==> config.mk <==
export PLATFORM = sky130hd
export DESIGN_NAME = mem_port_arbiter
export DESIGN_NICKNAME = d
export VERILOG_FILES = /design/src/rtl/mem_port_arbiter.sv
export SDC_FILE = /design/constraint.sdc
export NUM_CORES = 1
export LEC_CHECK = 0
export BUFFER_PORTS_ARGS = -buffer_cell sky130_fd_sc_hd__buf_2
export CORE_AREA = 3 3 129 131
export DETAILED_ROUTE_END_ITERATION = 16
export DIE_AREA = 0 0 132 134
export PLACE_DENSITY = 0.83
export SYNTH_ARGS = -nofsm -noshare
export SYNTH_HDL_FRONTEND = slang
export SYNTH_SLANG_ARGS = --single-unit
==> constraint.sdc <==
create_clock -name clk -period 3.4 [get_ports clk]
set_input_delay 0.68 -clock clk [delete_from_list [all_inputs] [get_ports clk]]
set_output_delay 0.68 -clock clk [all_outputs]
set_load 0.02 [all_outputs]
==> src/rtl/mem_port_arbiter.sv <==
// rtl/mem_port_arbiter.sv - two-requester round-robin arbiter sharing one RAM port
// Fixed wait states, registered strobes, one-cycle ack per requester.
module mem_port_arbiter #(
  parameter int AW          = 32,
  parameter int DW          = 32,
  parameter int WAIT_STATES = 1
) (
  input  logic          clk,
  input  logic          rst,
  input  logic          m0_req,
  input  logic          m0_we,
  input  logic [AW-1:0] m0_addr,
  input  logic [DW-1:0] m0_wdata,
  output logic          m0_ack,
  output logic [DW-1:0] m0_rdata,
  input  logic          m1_req,
  input  logic          m1_we,
  input  logic [AW-1:0] m1_addr,
  input  logic [DW-1:0] m1_wdata,
  output logic          m1_ack,
  output logic [DW-1:0] m1_rdata,
  output logic          ram_r,
  output logic          ram_w,
  output logic [AW-1:0] ram_r_addr,
  output logic [AW-1:0] ram_w_addr,
  output logic [DW-1:0] ram_w_line,
  input  logic [DW-1:0] ram_r_line,
  output logic          busy,
  output logic          grant_id
);

  typedef enum logic [1:0] {IDLE, ACCESS, DONE} state_t;

  state_t        state;
  logic [3:0]    counter;
  logic          last_grant;
  logic          we_q;
  logic          winner;
  logic          sel_we;
  logic [AW-1:0] sel_addr;
  logic [DW-1:0] sel_wdata;

  // A tie goes to the port that did not win the previous tie.
  always_comb begin
    winner    = (m0_req && m1_req) ? ~last_grant : m1_req;
    sel_we    = winner ? m1_we    : m0_we;
    sel_addr  = winner ? m1_addr  : m0_addr;
    sel_wdata = winner ? m1_wdata : m0_wdata;
  end

  always_ff @(posedge clk or negedge rst) begin
    if (!rst) begin
      state      <= IDLE;
      counter    <= '0;
      last_grant <= 1'b1;
      we_q       <= 1'b0;
      grant_id   <= 1'b0;
      busy       <= 1'b0;
      m0_ack     <= 1'b0;
      m1_ack     <= 1'b0;
      m0_rdata   <= '0;
      m1_rdata   <= '0;
      ram_r      <= 1'b0;
      ram_w      <= 1'b0;
      ram_r_addr <= '0;
      ram_w_addr <= '0;
      ram_w_line <= '0;
    end else begin
      case (state)
        IDLE: begin
          if (m0_req || m1_req) begin
            if (m0_req && m1_req) last_grant <= winner;
            grant_id <= winner;
            we_q     <= sel_we;
            counter  <= 4'(WAIT_STATES);
            busy     <= 1'b1;
            state    <= ACCESS;
            if (sel_we) begin
              ram_w      <= 1'b1;
              ram_w_addr <= sel_addr;
              ram_w_line <= sel_wdata;
            end else begin
              ram_r      <= 1'b1;
              ram_r_addr <= sel_addr;
            end
          end
        end
        ACCESS: begin
          if (counter != 4'd0) begin
            counter <= counter - 4'd1;
          end else begin
            // Read data is valid in the last held strobe cycle.
            if (!we_q) begin
              if (grant_id) m1_rdata <= ram_r_line;
              else          m0_rdata <= ram_r_line;
            end
            ram_r <= 1'b0;
            ram_w <= 1'b0;
            if (grant_id) m1_ack <= 1'b1;
            else          m0_ack <= 1'b1;
            state <= DONE;
          end
        end
        DONE: begin
          m0_ack <= 1'b0;
          m1_ack <= 1'b0;
          busy   <= 1'b0;
          state  <= IDLE;
        end
        default: state <= IDLE;
      endcase
    end
  end

endmodule

==> results.txt, run 1 <==
Status: completed
Static Leakage: 4.604 nW
Total CTS buffers: 17
Largest area contributor in the synthesized netlist: dfrtp_1
Final hold vios: 0
Clk buf depth: 2
Setup TNS Final: 0 ps
Reg clk slew, reported paths: 70 ps
Vias/cell: 5.413
Die ar.: 17690 um^2
Initial antenna violation count: 2
Max Clock Skew: 12.13 ps
Tmin final: 2430 ps
Routed wire length: 20500 um
Setup Fix Bufs, Post-CTS: 0
Pin count of the biggest net entering global routing: 72
Total Routing Usage GR: 0.2342
Gpl congestion: 0.8015
Clk pwr share: 0.183
Initial drt markers: 247
Starting Density: 0.4725
Final nets: 1041
Clock sinks: 174
RSZ-0062 raised after global routing: false
Worst Hold Class: primary input to async pin
Slew Limit Headroom: 0.2936
Yosys reg bits: 174
Area Overhead vs Synth: 32.91%
Row count: 46
Cell variety after synth: 37
Vias in the first global route: 6220
Die Y: 134 um
Setup CP Type: register to register
Ratio of cells with drive above 1 in the final layout: 0.5090
Post-DP HPWL: 14820 um
CTS tree: done
PD cells: 1009 nW/um^2
Final Cycle Share: 0.7146
Core area: 15710 um^2
Crit path DAT: 2740 ps
# setup viols final: 0
Crit-path max FO: 32
Clock latency on the worst-skew pair: 430 ps
H-tree levels: 4
Maxcap violations: 0
Root buffer cell: clkbuf_16
Resize count post-CTS: 0
I/O Buffers: 331
CP startpoint kind: register
Logic pwr share: 0.450
Syn nets: 721
Warning count from the yosys run: 0
Avg WL per Cell: 18.59 um
VDD IR max: 508.7 uV
Die width: 132 um
Final-report max-slew violation count: 0
Sequential area share after synthesis: 0.5866
Slew @ Worst Pin: 1060 ps
Share of the synthesized area in the top cell type: 0.5831
Net Sw Power: 4.033 mW
Hold Slack: 253.5 ps
Int Pwr: 5.924 mW
Sw Share: 0.4050
Sequential power share: 0.367
I/O Pins: 332
Synth Cell Area: 7425 um^2
Vias: 5971
Remaining Overflow, GRT: 0
CP required: 3710 ps
Hold-fix buffers, CTS: 0
Avg Synthesized Cell Area: 13.43 um^2
Critical Path End Type: register
Achievable Freq: 411.6 MHz
Antenna viol nets, final: 0
DRC violations left: 0
Cells after Synth: 553
First-pass GRT wire length: 32710 um
Synth top area cells: dfrtp_1, o22a_1, o21a_1, mux2_4, mux2_2
1st-pass router iterations: 5
final cells by class:
class | count | area [um^2]
clock inverter | 15 | 125.1
inverter | 5 | 18.77
fill | 1268 | 5844
antenna | 1 | 2.502
multi-input combinational | 331 | 2885
sequential | 174 | 4355
tap | 216 | 270.3
timing repair buffer | 344 | 1785
clock buffer | 17 | 425.4
per-stage QoR:
stage | total power [mW] | setup slack, ps | instances | utilization | instance area [um^2]
global route | 10.50 | 850.3 | 1103 | 0.6280 | 9868
global placement | 8.047 | 1018 | 1070 | 0.5928 | 9315
floorplan | 6.525 | 1513 | 553 | - | 7425
finish | 9.957 | 970.4 | 1103 | 0.6280 | 9868
detailed placement | 8.196 | 981.2 | 1070 | 0.5928 | 9315
CTS | 10.05 | 976.7 | 1102 | 0.6279 | 9866
registers in the layout (all words and copies together) (netlist names), 2 cells and up:
name        cells
state           2
m1_rdata       32
ram_w_line     32
counter         4
m0_rdata       32
ram_w_addr     32
ram_r_addr     32
power by group through the flow:
stage	Combinational [mW]	Sequential [mW]	Clock [mW]
2_1_floorplan	1.69	4.83	0
3_3_place_gp	4.41	3.64	0
3_5_place_dp	4.53	3.67	0
4_1_cts	4.53	3.66	1.86
5_1_grt	4.77	3.78	1.95
6_report	4.48	3.66	1.82
critical path: stages (launching register included):
cell and delay, ps:
dfrtp_1 380, inv_1 110, ha_1 160, nor3b_1 170, nand2_1 130, or3_2 890, mux2_4 460
cell families (layout without fill, tap and decap cells):
kind of cell / after synthesis / in the layout / synth area share
other: 0 / 1 / 0
XOR/XNOR: 1 / 1 / 0.001180
AO/OA/AOI/OAI: 203 / 203 / 0.2115
buffers and inverters: 48 / 381 / 0.02966
adder cells (fa/ha/maj): 2 / 2 / 0.003370
flip-flops: 174 / 174 / 0.5866
AND/OR/NAND/NOR: 56 / 56 / 0.04837
multiplexers: 69 / 69 / 0.1193
final timing paths:
path | startpoint | end | slack [ps] | depth (start not counted)
min in group clk | m0_ack$_DFFE_PN0P_ | m0_ack$_DFFE_PN0P_ | 480 | 2
min reg2reg | m0_ack$_DFFE_PN0P_ | m0_ack$_DFFE_PN0P_ | 480 | 2
max in group asynchronous | rst | ram_w_addr[19]$_DFFE_PN0P_ | 2330 | 2
min | rst | m1_rdata[12]$_DFFE_PN0P_ | 250 | 1
max reg2reg | counter[0]$_DFFE_PN0P_ | m0_rdata[23]$_DFFE_PN0P_ | 970 | 6
max | counter[0]$_DFFE_PN0P_ | m0_rdata[23]$_DFFE_PN0P_ | 970 | 6
cell usage in the layout, fill, tap and decap left out, drive strengths merged, types with 2 or more instances in the layout:
cell type / netlist / final
a21boi: 2 / 2
a21o: 2 / 2
a21oi: 32 / 32
buf: 20 / 344
clkbuf: 23 / 17
clkinv: 0 / 2
clkinvlp: 0 / 6
dfrtp: 173 / 173
ha: 2 / 2
inv: 5 / 12
mux2: 66 / 66
mux2i: 3 / 3
nand2: 10 / 10
nand3: 2 / 2
nor2: 4 / 4
nor3b: 33 / 33
o21a: 64 / 64
o21ai: 3 / 3
o22a: 64 / 64
o2bb2ai: 32 / 32
Yosys cell counts:
library cell	instances
a21boi_0	1
a21boi_2	1
a21o_1	2
a21oi_1	32
a22o_1	1
a31o_2	1
and2b_1	1
and3_1	1
buf_1	5
buf_2	11
buf_4	1
buf_6	3
clkbuf_1	23
dfrtp_1	173
dfstp_2	1
ha_1	2
inv_1	5
mux2_2	36
mux2_4	30
mux2i_1	3
nand2_1	10
nand2b_1	1
nand3_1	2
nand3b_1	1
nor2_1	4
nor3b_1	33
nor4_1	1
o2111ai_2	1
o211ai_1	1
o21a_1	64
o21ai_0	1
o21ai_1	2
o22a_1	64
o2bb2ai_1	32
or3_1	1
or3b_2	1
xnor2_1	1
layer usage:
metal	part of all wire	track usage	up-vias
met5	0.00034	0	-
met4	0.030	0.1027	2
met3	0.059	0.04989	47
met2	0.52	0.4065	264
met1	0.39	0.2834	2947
li1	-	-	2711
Power figures use the tool's default switching activity.
==> run 2: changes to the inputs <==
Settings changed: ABC_AREA from default to 1, CORE_AREA 3 3 129 131 to default, CORE_MARGIN from default to 3, CORE_UTILIZATION from default to 43, DIE_AREA 0 0 132 134 to default, PLACE_DENSITY 0.83 to 0.79.
Clock period 3.4 ns to 2.1 ns, I/O delays scaled along.
==> results.txt, run 2 <==
Share of the synthesized area in the top cell type: 0.5576 (-0.02547)
Setup TNS Final: 0 ps (unchanged)
Routed wire length: 23650 um (+15%)
Final Cell Area: 10190 um^2 (+3.3%)
Reg2Reg Setup Slack: 280 ps (-690 ps)
Clk pwr share: 0.185 (+0.002)
Die width: 140.4 um (+6.3%)
Total CTS buffers: 17 (unchanged)
Achievable Freq: 548.4 MHz (+33%)
Clk buf depth: 2 (unchanged)
1st-pass router iterations: 5 (unchanged)
Maxcap violations: 0 (unchanged)
Remaining Overflow, GRT: 0 (unchanged)
Vias: 7634 (+28%)
Int Pwr: 8.873 mW (+50%)
Final nets: 1458 (+40%)
RSZ-0062 raised after global routing: false
Pin count of the biggest net entering global routing: 65 (-9.7%)
Core area: 17480 um^2 (+11%)
I/O Pins: 332 (unchanged)
Number of cells on the worst reg-to-reg path: 7 (+1)
Setup Fix Bufs, Post-CTS: 0 (unchanged)
Final-report max-slew violation count: 0 (unchanged)
VDD IR max: 873.5 uV (+72%)
Reg-to-reg startpoint: last_grant$_DFFE_PN1P_
Top-count cell post-synth: nand2_1
Crit-path max FO: 64 (+100%)
Avg WL per Cell: 15.48 um (-17%)
Met2 Usage GRT: 0.3992 (-0.007306)
Worst setup margin: 276.4 ps (-694.0 ps)
Net Sw Power: 7.393 mW (+83%)
Status: completed
Sw Share: 0.4545 (+0.04950)
Crit. Startpoint: last_grant$_DFFE_PN1P_
Slew @ Worst Pin: 718.3 ps (-341.3 ps)
Grt peak-use layer: met2
Root buffer cell: clkbuf_16
Clock sinks: 174 (unchanged)
CTS tree: done
Clock latency on the worst-skew pair: 420 ps (about the same)
Vias in the first global route: 7329 (+18%)
Fill count: 1574 (+24%)
Die Y: 140.4 um (+4.8%)
DRC violations left: 0 (unchanged)
Placed insts: 1495 (+40%)
H-tree levels: 4 (unchanged)
Cells after Synth: 976 (+76%)
Ant diodes: 0 (-1)
Worst hold endpoint: m0_rdata[0]$_DFFE_PN0P_
Die ar.: 19700 um^2 (+11%)
Reg2reg end: ram_w_line[1]$_DFFE_PN0P_
Tmin final: 1824 ps (-606.0 ps)
EDFF count, synth: 0 (unchanged)
Finished Layout Cells: 1528 (+39%)
Warning count from the yosys run: 0 (unchanged)
Initial drt markers: 439 (+78%)
CP startpoint kind: register
GR Layer Usage met3: 0.05667 (+0.006787)
PD cells: 1596 nW/um^2 (+58%)
Synth cell count leaders: nand2_1, dfrtp_1, nand3_1
Commonest cells after routing, fill and taps aside: nand2_1, buf_2, dfrtp_1, nand3_1, o21ai_0
# setup viols final: 0 (unchanged)
Sequential area share after synthesis: 0.5610 (-0.02562)
Avg Synthesized Cell Area: 7.955 um^2 (-41%)
Area Overhead vs Synth: 31.26%
Post-DP Area: 9622 um^2 (+3.3%)
Crit path DAT: 2180 ps (-560 ps)
Critical Path End Type: register
Synth Cell Area: 7764 um^2 (+4.6%)
Antenna viol nets, final: 0 (unchanged)
Reg clk slew, reported paths: 70 ps (about the same)
Worst hold stages: 3
Total Routing Usage GR: 0.2361 (+0.001886)
Slew Limit Headroom: 0.5211 (+0.2275)
Worst Hold Class: primary input to register
Largest area contributor in the synthesized netlist: dfrtp_1
Starting Density: 0.4442 (-0.02830)
Sequential power share: 0.356 (-0.011)
Row count: 48 (+4.3%)
Vias/cell: 4.996 (-7.7%)
Final hold vios: 0 (unchanged)
CP required: 2460 ps (-1250 ps)
First-pass GRT wire length: 37500 um (+15%)
Cell variety after synth: 21 (-43%)
Synth Flop Type: dfrtp_1
Logic pwr share: 0.459 (+0.009)
Worst Hold Launch: ram_r_line[0]
Setup WS pre-CTS: 261.8 ps (-719.4 ps)
Yosys reg bits: 174 (unchanged)
Static Leakage: 5.848 nW (+27%)
Max Clock Skew: 11.09 ps (-1.046 ps)
Syn nets: 1144 (+59%)
Commonest non-fill, non-tap cell in the layout: nand2_1
I/O Buffers: 331 (unchanged)
Initial antenna violation count: 1 (-1)
Ratio of cells with drive above 1 in the final layout: 0.3054 (-0.2036)
Met1 layer usage reported by global route: 0.2988 (+0.01539)
Setup CP Type: register to register
Synth top area cells: dfrtp_1, nand2_1, nand3_1, o21ai_0, buf_2
Async SR Flop Fraction: 1.000 (unchanged)
Post-DP HPWL: 17100 um (+15%)
Final Cycle Share: 0.8684 (+0.1538)
Gpl congestion: 0.8874 (+11%)
-- run 2: changes by cell type after synthesis, moves of 33 or more --
| cell | before | now |
|---|---|---|
| nor3b_1 | 33 | 0 |
| nand3_1 | 2 | 101 |
| o22a_1 | 64 | 0 |
| o21ai_0 | 1 | 75 |
| mux2_2 | 36 | 0 |
| nand2_1 | 10 | 535 |
| o21a_1 | 64 | 0 |
-- run 2: metal layers --
metal,wire length (um),vias up
met5,15,-
met4,643,2
li1,-,3696
met1,9016,3534
met2,11760,364
met3,2216,38
-- run 2: how the worst max path moves through the flow --
stage / to / slack (ps)
4_1_cts: ram_w_line[1]$_DFFE_PN0P_ / 280
6_report: ram_w_line[1]$_DFFE_PN0P_ / 280
3_3_place_gp: ram_w_line[1]$_DFFE_PN0P_ / 310
3_5_place_dp: ram_w_addr[0]$_DFFE_PN0P_ / 260
5_1_grt: ram_r_addr[10]$_DFFE_PN0P_ / 140
2_1_floorplan: m1_rdata[0]$_DFFE_PN0P_ / 690
-- run 2: logic make-up after synthesis --
logic type | count (synthesis) | synth area share
compound gates | 77 | 0.05028
xor+xnor | 1 | 0.001128
fa+ha+maj | 2 | 0.003223
buf+inv | 73 | 0.05157
flops | 174 | 0.5610
simple gates | 649 | 0.3328
-- run 2: repair_timing --
item,4_1_cts,5_1_grt
setup endpoints to repair,0,0
hold buffers,1,0
hold endpoints to repair,31,0
resized for setup,0,0
-- run 2: cell type report --
cell class	instances	area (um^2)	area share
flip-flops and latches	174	4355	0.4274
well taps	225	281.5	0.02762
multi-input cells	729	3018	0.2961
repair buffers	357	1936	0.1899
clock inverters	12	112.6	0.01105
inverters	11	41.29	0.004052
clock buffers	20	446.7	0.04383
-- run 2: worst max-delay path, stage by stage (launching register included) --
cell and delay [ps]:
dfstp_2 530, nand2_1 90, nand2_2 120, nand2_1 80, nand2_2 80, buf_4 550
nand3_1 170, nand2_1 90
-- run 2: stage by stage --
stage	hold WS [ps]	utilization	power [mW]
6_report	215.3	0.5831	16.27
5_1_grt	208.5	0.5831	17.34
4_1_cts	195.1	0.5831	16.37
3_5_place_dp	345.7	0.5505	13.31
3_3_place_gp	344.7	0.5505	13.11
2_1_floorplan	124.4	-	10.47
-- run 2: power by group through the flow --
stage | logic [mW] | clock network, mW | registers (mW)
after floorplan | 2.88 | 0 | 7.59
after detailed placement | 7.51 | 0 | 5.80
after global routing | 8.19 | 3.19 | 5.97
final | 7.47 | 3.01 | 5.79
after global placement | 7.33 | 0 | 5.78
after CTS | 7.51 | 3.07 | 5.79
